### src/rtl/q3c_pkg.sv
// Shared state codes, controller states and transition/output functions for
// the Q3c 5-state FSM and its serializing driver.
package q3c_pkg;

  localparam logic [2:0] ST_A = 3'd0;
  localparam logic [2:0] ST_B = 3'd1;
  localparam logic [2:0] ST_C = 3'd2;
  localparam logic [2:0] ST_D = 3'd3;
  localparam logic [2:0] ST_E = 3'd4;

  typedef enum logic [1:0] {
    CTL_IDLE  = 2'd0,
    CTL_SHIFT = 2'd1,
    CTL_DONE  = 2'd2
  } ctl_t;

  // Codes 5..7 are unreachable in normal operation; they recover to A.
  function automatic logic [2:0] next_state(input logic [2:0] y, input logic x);
    case (y)
      ST_A:    next_state = x ? ST_B : ST_A;
      ST_B:    next_state = x ? ST_E : ST_B;
      ST_C:    next_state = x ? ST_B : ST_C;
      ST_D:    next_state = x ? ST_C : ST_B;
      ST_E:    next_state = x ? ST_E : ST_D;
      default: next_state = ST_A;
    endcase
  endfunction

  function automatic logic z_of(input logic [2:0] y);
    return (y == ST_D) || (y == ST_E);
  endfunction

endpackage

### src/rtl/q3c_piso_shifter.sv
// Parallel-in serial-out shifter: loads a word left-aligned so bit [len-1]
// appears first on bit_out, and flags the final bit of the word.
module q3c_piso_shifter #(
  parameter int W  = 16,
  parameter int CW = 5
) (
  input  logic          clk,
  input  logic          resetn,
  input  logic          load,
  input  logic [W-1:0]  data,
  input  logic [CW-1:0] len,
  input  logic          shift_en,
  output logic          bit_out,
  output logic          last
);

  logic [W-1:0]  sreg;
  logic [CW-1:0] remaining;

  // NOTE: sequential state uses non-blocking assignments so every register
  // samples pre-edge values regardless of statement order.
  always_ff @(posedge clk or negedge resetn) begin
    if (!resetn) begin
      sreg      <= '0;
      remaining <= '0;
    end else if (load) begin
      // Left-align so the first bit to send sits in the MSB.
      sreg      <= data << (CW'(W) - len);
      remaining <= len;
    end else if (shift_en) begin
      sreg      <= sreg << 1;
      remaining <= remaining - CW'(1);
    end
  end

  assign bit_out = sreg[W-1];
  assign last    = (remaining == CW'(1));

endmodule

### src/rtl/q3c_x_stream_driver.sv
// Serializes handshaked words MSB-first onto x, advances the Q3c FSM with each
// live bit, and reports the final state and z count per word.
module q3c_x_stream_driver
  import q3c_pkg::*;
#(
  parameter int W  = 16,
  parameter int CW = 5
) (
  input  logic          clk,
  input  logic          resetn,
  input  logic          in_valid,
  output logic          in_ready,
  input  logic [W-1:0]  in_data,
  input  logic [CW-1:0] in_len,
  input  logic          in_clr,
  output logic          x,
  output logic          x_valid,
  output logic [2:0]    y,
  output logic          z,
  output logic          done,
  output logic [CW-1:0] z_count,
  output logic [2:0]    final_state
);

  ctl_t          ctl, ctl_nxt;
  logic [CW-1:0] len_c;
  logic [CW-1:0] run_cnt;
  logic [CW-1:0] z_inc;
  logic [2:0]    y_nxt;
  logic          accept;
  logic          bit_out;
  logic          last;

  assign len_c  = (in_len > CW'(W)) ? CW'(W) : in_len;
  assign accept = in_valid & in_ready;

  q3c_piso_shifter #(.W(W), .CW(CW)) u_shifter (
    .clk      (clk),
    .resetn   (resetn),
    .load     (accept),
    .data     (in_data),
    .len      (len_c),
    .shift_en (x_valid),
    .bit_out  (bit_out),
    .last     (last)
  );

  always_ff @(posedge clk or negedge resetn) begin
    if (!resetn) ctl <= CTL_IDLE;
    else         ctl <= ctl_nxt;
  end

  // NOTE: every output of this block gets a default first so no path can
  // leave a signal unassigned and infer a latch.
  always_comb begin
    ctl_nxt  = ctl;
    in_ready = 1'b0;
    x_valid  = 1'b0;
    x        = 1'b0;
    done     = 1'b0;
    case (ctl)
      CTL_IDLE: begin
        in_ready = 1'b1;
        if (in_valid) ctl_nxt = (len_c == '0) ? CTL_DONE : CTL_SHIFT;
      end
      CTL_SHIFT: begin
        x_valid = 1'b1;
        x       = bit_out;
        if (last) ctl_nxt = CTL_DONE;
      end
      CTL_DONE: begin
        done    = 1'b1;
        ctl_nxt = CTL_IDLE;
      end
      default: ctl_nxt = CTL_IDLE;
    endcase
  end

  assign y_nxt = next_state(y, bit_out);
  assign z_inc = {{(CW-1){1'b0}}, z_of(y_nxt)};
  assign z     = z_of(y);

  // Results are captured on the edge entering DONE so they are valid
  // alongside the done pulse.
  always_ff @(posedge clk or negedge resetn) begin
    if (!resetn) begin
      y           <= ST_A;
      run_cnt     <= '0;
      z_count     <= '0;
      final_state <= ST_A;
    end else if (accept) begin
      if (in_clr) y <= ST_A;
      run_cnt <= '0;
      if (len_c == '0) begin
        z_count     <= '0;
        final_state <= in_clr ? ST_A : y;
      end
    end else if (x_valid) begin
      y       <= y_nxt;
      run_cnt <= run_cnt + z_inc;
      if (last) begin
        z_count     <= run_cnt + z_inc;
        final_state <= y_nxt;
      end
    end
  end

endmodule

### config.mk
export PLATFORM = sky130hd
export DESIGN_NAME = q3c_x_stream_driver
export DESIGN_NICKNAME = d
export VERILOG_FILES = /design/src/rtl/q3c_pkg.sv /design/src/rtl/q3c_piso_shifter.sv /design/src/rtl/q3c_x_stream_driver.sv
export SDC_FILE = /design/constraint.sdc
export NUM_CORES = 1
export LEC_CHECK = 0
export ABC_CLOCK_PERIOD_IN_PS = 5700
export CAP_MARGIN = 25
export CORE_MARGIN = 2
export CORE_UTILIZATION = 55
export CTS_CLUSTER_SIZE = 40
export DETAILED_ROUTE_END_ITERATION = 8
export GPL_TIMING_DRIVEN = 0
export PLACE_DENSITY = 0.86
export SLEW_MARGIN = 20
export SYNTH_ARGS = -nofsm -noshare
export SYNTH_HDL_FRONTEND = slang
export SYNTH_SLANG_ARGS = --single-unit
### constraint.sdc
create_clock -name clk -period 5.7 [get_ports clk]
set_clock_uncertainty 0.05 [all_clocks]
set_input_delay 1.14 -clock clk [delete_from_list [all_inputs] [get_ports clk]]
set_output_delay 1.14 -clock clk [all_outputs]
set_load 0.02 [all_outputs]
Word-level counts from Yosys, hierarchy flattened
Cells that the tools add are included.
{ "totals": {"elab_cells": 66, "register_bits": 39, "out_inout_bits": 16, "inputBits": 25} }
{ "classes": {"eq_ne": 12, "reduce_logical": 9, "n_bitwise": 1, "shift": 1, "magnitude_cmp": 1, "muxes": 32, "n_addsub": 3} }
{ "ops": {"columns": ["op", "n"], "rows": [
  ["$mux W5", 9],
  ["$mux W16", 2],
  ["$mux W3", 9],
  ["$shl A16 B5 Y16", 1],
  ["$pmux W3 S5", 1],
  ["$mux W2", 5],
  ["$eq A3 B2 Y1 const B", 3],
  ["$eq A3 B3 Y1 const B", 2],
  ["$add A5 B1 Y5", 1],
  ["$eq A5 B1 Y1 const B", 1],
  ["$gt A5 B5 Y1 const B", 1],
  ["$logic_not A5 Y1", 1],
  ["$mux W1", 5],
  ["$sub A5 B1 Y5 const B", 1],
  ["$sub A5 B5 Y5 const A", 1],
  ["$ne A2 B2 Y1 const B", 2],
  ["$pmux W2 S2", 1],
  ["$reduce_bool A2 Y1", 2],
  ["$eq A3 B1 Y1 const B", 1],
  ["$logic_not A3 Y1", 1],
  ["$reduce_and A3 Y1", 1],
  ["$eq A2 B1 Y1 const B", 1],
  ["$eq A2 B2 Y1 const B", 1],
  ["$logic_not A2 Y1", 1],
  ["4 further kinds", 5]
]} }

Depth between registers and ports, before layout
Gate-level depths: netlist of run 1.
{ "logic_depth": {"word_depth": 8, "ltp_mapped": 16, "mapped_depth_nobuf": 11} }

Modules after synthesis
From an unflattened synthesis of run 1, not the netlist that was laid out.
{ "unflattened": {"cells_unflattened": 295, "area_unflattened_um2": 2781.4} }
{ "modules_own_cells": {"columns": ["mod", "cells_per_inst", "seq_area_each_um2", "n_inst", "area_each_um2"], "rows": [
  ["q3c_piso_shifter", 190, 525.5, 1, 1759.2],
  ["q3c_x_stream_driver", 105, 450.4, 1, 1022.2]
]} }

Worst setup path after synthesis of run 1
No wires, ideal clock.
{ "synth_path": {"kind": "input to register", "startpoint": "input in_len[4]", "endpoint": "register u_shifter.sreg[8]", "path_buffers": 5, "cell_stages": 14, "arrival_ns": 3.322, "required_ns": 5.529, "setup_ns": 0.121, "slack_ns": 2.207, "cell_sequence": "buf_6 nor2b_4 buf_12 buf_12 inv_1 ha_1 buf_4 buf_4 o21a_1 ha_1 nand2_1 nor2_1 a221o_1 o22a_1"} }
{ "synth_between": {"elab_chain_len": 5} }
{ "synth_lines": {"columns": ["element", "line_no", "source"], "rows": [
  ["start, declared", "q3c_x_stream_driver.sv:14", "input logic [CW-1:0] in_len,"],
  ["$gt A5 B5 Y1", "q3c_x_stream_driver.sv:34", "assign len_c = (in_len > CW'(W)) ? CW'(W) : in_len;"],
  ["$mux W5 *", "q3c_x_stream_driver.sv:34", null],
  ["$sub A5 B5 Y5 *", "q3c_piso_shifter.sv:28", "sreg <= data << (CW'(W) - len);"],
  ["$shl A16 B5 Y16 *", "q3c_piso_shifter.sv:28", null],
  ["$mux W16 *", "q3c_piso_shifter.sv:26", "end else if (load) begin"],
  ["end signal, assigned", "q3c_piso_shifter.sv:28", null],
  ["end signal, assigned", "q3c_piso_shifter.sv:31", "sreg <= sreg << 1;"],
  ["end, declared", "q3c_piso_shifter.sv:17", "logic [W-1:0] sreg;"]
]} }
Every way passes the cells marked *; elsewhere a longest branch is shown, timed or not.
A chain may end at the register's enable or synchronous reset.

==> results.yml, run 1 <==
outcome:
  status: "complete, no violations"
floorplan:
  die_w_um: 77.52
  die_area_um2: 6009
  rows: 26
  die_h_um: 77.52
  start_util_pct: 57.47
  ios: 41
  core_um2: 5172
global_routing:
  grt_pass1_vias: 2667
  grt_pass1_wl_um: 12790
  grt_usage_pct: 26.63
  antenna_found_initial: 0
  grt_max_degree: 25
  grt_overflow_total: 0
sta:
  slew_headroom_pct: 64.16
  period_share_pct: 78.97
  slew_viol_final: 0
  hold_viol: 0
  tns_ps: 0
  setup_violations: 0
  max_freq_ghz: 0.2222
  rsz0062_at_grt: "no"
  worst_pin_slew_ps: 537.6
  period_needed_ps: 4501
logic_synthesis:
  ys_ff_latch: 39
  syn_area_um2: 2973
  synth.top_cell.area_share_pct: 32.83
  ys_seq_area_share_pct: 32.83
  synth_common_cells: "39 x dfrtp_1, 32 x nand2_1, 29 x nor2_1, 25 x o21ai_0, 24 x a21oi_1"
  syn_area_per_cell_um2: 9.119
  yosysMostFrequentCell: "dfrtp_1"
  yosys-top-cells-area: "dfrtp_1 33%, mux2i_1 6.4%, o21ai_0 4.2%, mux2_2 4.2%, a21oi_1 4.0%"
  synth-edff-count: 0
  async_flop_share_pct: 100.0
  syn_inst: 326
  ys_types: 64
  synth_fp_nets: 357
  ys.flop_type: "dfrtp_1"
  ys_warn_count: 0
  yosys.area.top_type: "dfrtp_1"
placed_design:
  place_congestion: 0.9014
  numPortBuffers: 38
  dp_hpwl_um: 5611
clock_network:
  postCtsHoldBufs: 0
  htree_levels: 2
  cts_setup_buffers: 0
  clk_latency_ps: 300
  clockRootBuffer: "clkbuf_8"
  cts_buffer_depth: 2
  post_cts_resized: 0
  clock_sinks: 39
  path_clk_slew_ps: 80
  numCtsBuffers: 5
  cts_tree: "built"
detailed_routing:
  firstDrtPassIters: 7
  drc: 0
  drt-total-wl_um: 7521
  drt-initial-drc-count: 195
  wl_per_cell_um: 16.98
  drtAntennaViolNets: 0
  vias_per_cell: 6.133
  num_vias: 2717
cells_and_area:
  post_route_cells_drive_above_1_share_pct: 14.48
  area_delta_synth_final_pct: 20.96
  finalNetCount: 403
  fin_util_pct: 69.52
  diodes: 0
pwr:
  power_leakage_nw: 1.506
  pwr_density_cell_nw_per_um2: 424.2
  peakVddDrop_uv: 256.7
  fin_total_pwr_w: 0.001525
critical_path:
  crit_fanout: 10
  ff2ff_setup_slack_ps: 3550
  cp_common_cell: "clkdlybuf4s50_1"
  slowest_stage: "clkdlybuf4s50_1"
  critPathLaunchType: "input port"
  required_ps: 4510
  arrival_ps: 3310
  crit_path_cell_trace: "clkdlybuf4s50_1, nor2_1, nor2_2, clkbuf_1, and3_1, clkdlybuf4s50_1"
  path_class: "input port to output port"
  critical-path-top-delay-family: "buffers and inverters"
  end_kind: "output port"
  critPathBufInv: 3
  slowest_delay_ps: 610
hold_path:
  hp-class: "flip-flop to flip-flop"
job:
  drv_cap: 0
cell families (layout without fill, tap and decap cells):
kind of cell	count (synthesis)	in the layout	synth area share, %
DFF	39	39	32.83
xor gates and xnor gates	11	11	4.125
adders and majority gates	6	6	2.525
and+or+nand+nor	106	106	18.18
AOI/OAI and AO/OA	99	99	22.52
muxes	34	34	13.22
buffers and inverters	31	78	6.608
through the flow:
stage | std cells | cell area, µm² | hold slack, ps | setup WS, ps
final | 443 | 3596 | 450.6 | 1199
after global routing | 443 | 3596 | 468.1 | 1072
after CTS | 443 | 3596 | 458.5 | 1216
after detailed placement | 435 | 3463 | 440.3 | 1229
after global placement | 434 | 3441 | 420.2 | 1243
after floorplan | 326 | 2973 | 405.6 | 2207
path summary, 6_finish.rpt:
check,startpoint,endpoint,cells after the start
worst max-delay path,in_valid,x,6
worst min-delay path,u_shifter.sreg[4]$_DFFE_PN0P_,u_shifter.sreg[4]$_DFFE_PN0P_,2
worst min register to register,u_shifter.sreg[4]$_DFFE_PN0P_,u_shifter.sreg[4]$_DFFE_PN0P_,2
min in group asynchronous,resetn,z_count[2]$_DFFE_PN0P_,1
worst max register to register,y[2]$_DFFE_PN0P_,z_count[4]$_DFFE_PN0P_,9
max in group asynchronous,resetn,u_shifter.sreg[1]$_DFFE_PN0P_,2
tightest hold or removal path, cell delays in order (launching register included):
cell and delay (ps):
dfrtp_1 340, nor2_1 40, nor2_1 80
where the power goes:
part	switching [W]	internal [W]	leakage (nW)
Combinational	0.000426	0.000340	0.941
Sequential	0.0000877	0.000394	0.499
Clock	0.000103	0.000175	0.0654
Total	0.000616	0.000909	1.51
final cells by class:
| class | count | area (µm²) |
|---|---|---|
| clock inverters | 2 | 60.06 |
| repair buffers | 39 | 402.9 |
| plain buffers | 22 | 162.7 |
| well taps | 70 | 87.58 |
| clock buffers | 6 | 72.57 |
| flip-flops and latches | 39 | 975.9 |
| inverters | 9 | 33.78 |
| multi-input cells | 256 | 1800 |
| fillers | 404 | 1577 |
layer usage:
metal | track usage, % | vias up | routed length (µm)
met5 | 0 | - | 0
met4 | 9.643 | 0 | 117
met3 | 3.721 | 11 | 403
met2 | 42.70 | 96 | 3594
met1 | 36.85 | 1325 | 3405
li1 | - | 1285 | -
flip-flops by register name (all words and copies together) (netlist names):
| signal | flops |
|---|---|
| u_shifter.remaining | 5 |
| ctl | 2 |
| final_state | 3 |
| u_shifter.sreg | 16 |
| y | 3 |
| run_cnt | 5 |
| z_count | 5 |
cell usage in the layout, fill, tap and decap left out, drive strengths merged, types with 4 or more instances in the layout:
cell type      netlist  final
mux2i               19     19
buf                 11     13
inv                  9      9
o22ai                4      4
nor2                32     32
a21oi               24     24
o21ai               27     27
ha                   6      6
o211ai               4      4
o21a                 5      5
nor3                 6      6
xnor2                5      5
clkdlybuf4s50        0     37
dfrtp               39     39
a22o                 4      4
o31ai                4      4
nand2b               5      5
nor2b                5      5
nand2               33     33
mux2                12     12
nand3               13     13
clkbuf              11     17
xor2                 6      6
Note: power is estimated with default switching activity, not from simulation.
==> inputs of run 2 (changes only) <==
Settings changed: ABC_CLOCK_PERIOD_IN_PS 5700 to 4200.
Clock period 5.7 ns to 4.2 ns, I/O delays scaled along.
==> results of run 2 <==
The final DEF is identical to that of run 1. Status: complete, no violations.
Main changes from that run: setup slack after placement 1229 ps -> 281.3 ps; setup slack after layout 1199 ps -> 298.9 ps; hold slack 450.6 ps -> 410.7 ps; register-to-register setup slack 3550 ps -> 2050 ps; total power 0.001525 W -> 0.002070 W; worst IR drop on VDD 256.7 µV -> 348.4 µV
==> inputs of run 3 (changes only) <==
Settings changed: ABC_CLOCK_PERIOD_IN_PS 4200 to unset, REMOVE_ABC_BUFFERS set to 1.
==> run 3 against run 2 <==
Compared with the run above: final cell count fell by 3.6%; power fell by 8.9%; non-clock buffer count fell by 16; register-to-register slack got worse by 300 ps.
==> results.yml, run 3 (synthesized netlist as in run 1, its figures left out) <==
cells_and_area:
  stdcell_area_um2: 3436
  stdcell_count: 427
  top_register: "u_shifter.sreg"
  area_delta_synth_final_pct: 15.57
  regArea_um2: 975.9
  finalNetCount: 387
  post_route_cells_drive_above_1_share_pct: 13.17
  multi_input_area_um2: 1800
  largest_reg_flops: 16
  diodes: 0
  layout_common_cells: "39 x dfrtp_1, 39 x clkdlybuf4s50_1, 32 x nand2_1"
  fin_util_pct: 66.42
  fill_cells: 408
floorplan:
  ios: 41
  die_w_um: 77.52
  core_um2: 5172
  start_util_pct: 57.47
  die_h_um: 77.52
  die_area_um2: 6009
  rows: 26
placed_design:
  place_inst: 415
  numPortBuffers: 40
  placed_area_um2: 3321
  place_congestion: 0.8737
  dp_hpwl_um: 5029
  post-place-ws_ps: -299.2
pwr:
  peakVddDrop_uv: 362.3
  seq_power_share_pct: 36.3
  netSwitchingFraction_pct: 42.21
  power.net_switching_w: 0.0007960
  clkPwrFrac_pct: 13.0
  p_comb_share_pct: 50.7
  power_leakage_nw: 1.430
  internal_power_w: 0.001090
  pwr_density_cell_nw_per_um2: 548.9
critical_path:
  critPathBufInv: 3
  path_class: "input port to output port"
  r2r_end: "u_shifter.remaining[4]$_DFFE_PN0P_"
  crit_path_cell_trace: "clkdlybuf4s50_1, nor2_1, nor2_2, nand2_1, inv_2, clkdlybuf4s50_1"
  timing.rr.start: "ctl[0]$_DFFE_PN0P_"
  slowest_delay_ps: 640
  rr_worst_depth: 7
  critical-path-top-delay-family: "buffers and inverters"
  arrival_ps: 3000
  cp_common_cell: "clkdlybuf4s50_1"
  end_kind: "output port"
  required_ps: 3310
  critPathLaunchType: "input port"
  ff2ff_setup_slack_ps: 1750
  crit_fanout: 14
  slowest_stage: "clkdlybuf4s50_1"
sta:
  worst_pin_slew_ps: 807.3
  period_needed_ps: 3886
  holdWs_ps: 435.3
  period_share_pct: 92.52
  fin_ws_ps: 314.3
  rsz0062_at_grt: "no"
  slew_headroom_pct: 46.18
  slew_viol_final: 0
  setup_violations: 0
  max_freq_ghz: 0.2574
  hold_viol: 0
detailed_routing:
  drt-initial-drc-count: 227
  drt-total-wl_um: 6951
  route.met2.wl_um: 3441
  wl_met3_um: 304
  firstDrtPassIters: 5
  wl_met1_um: 3131
  drc: 0
  drtAntennaViolNets: 0
  num_vias: 2585
  wl_per_cell_um: 16.28
  top_layer: "met4"
  vias_per_cell: 6.054
global_routing:
  grt_pass1_wl_um: 11600
  antenna_found_initial: 0
  grt_overflow_total: 0
  grt_max_degree: 28
  grt_usage_pct: 23.56
  grt_pass1_vias: 2447
clock_network:
  clk_latency_ps: 290
  postCtsHoldBufs: 0
  htree_levels: 2
  clock_sinks: 39
  numCtsBuffers: 5
  cts_tree: "built"
  clockRootBuffer: "clkbuf_8"
  cts_buffer_depth: 2
  path_clk_slew_ps: 70
outcome:
  status: "complete, no violations"
hold_path:
  hp-class: "input port to async pin"
job:
  drv_cap: 0
==> run 3: worst max path at each step <==
| stage | slack (ps) | from | endpoint | cells after the start |
|---|---|---|---|---|
| finish | 310 | in_valid | x_valid | 6 |
| global route | 150 | in_len[4] | final_state[2]$_DFFE_PN0P_ | 12 |
| CTS | 0.6 | in_len[0] | u_shifter.sreg[15]$_DFFE_PN0P_ | 8 |
| detailed placement | -300 | in_len[0] | u_shifter.sreg[15]$_DFFE_PN0P_ | 8 |
| global placement | -270 | in_len[0] | u_shifter.sreg[15]$_DFFE_PN0P_ | 8 |
| floorplan | 980 | in_len[0] | u_shifter.sreg[8]$_DFFE_PN0P_ | 9 |
==> run 3: area by class of cell <==
type | instances | share of cell area, %
Clock buffer | 6 | 2.112
Timing Repair Buffer | 45 | 13.18
Clock inverter | 2 | 0.3642
Tap cell | 70 | 2.549
Multi-Input combinational cell | 256 | 52.40
Sequential cell | 39 | 28.40
Inverter | 9 | 0.9832
==> run 3: worst reg2reg max path, delay by kind of cell (launching register included) <==
kind            cells  cell delay (ps)
compound gates      1              190
buf+inv             1              220
flops               1              630
simple gates        5             1270
==> run 3: through the flow <==
stage	power, W	setup TNS (ps)
6_report	0.001886	0
5_1_grt	0.002030	0
4_1_cts	0.001882	0
3_5_place_dp	0.001629	-3437
3_3_place_gp	0.001591	-2071
2_1_floorplan	0.001305	0
==> run 3: timing repair <==
action	CTS	global route
gates resized for setup	0	0
setup endpoints to repair	0	22
setup buffers	0	3
==> run 3: routing by layer <==
layer,track usage [%],up-vias
met1,31.99,1249
met4,5.536,0
met5,0,-
li1,-,1262
met2,39.39,64
met3,4.070,10
==> run 3: power by group through the flow <==
stage / clock network [W] / logic (W) / registers, W
floorplan: 0 / 0.000596 / 0.000709
global placement: 0 / 0.000913 / 0.000678
detailed placement: 0 / 0.000944 / 0.000686
CTS: 0.000253 / 0.000949 / 0.000679
global route: 0.000268 / 0.00105 / 0.000709
finish: 0.000246 / 0.000956 / 0.000684
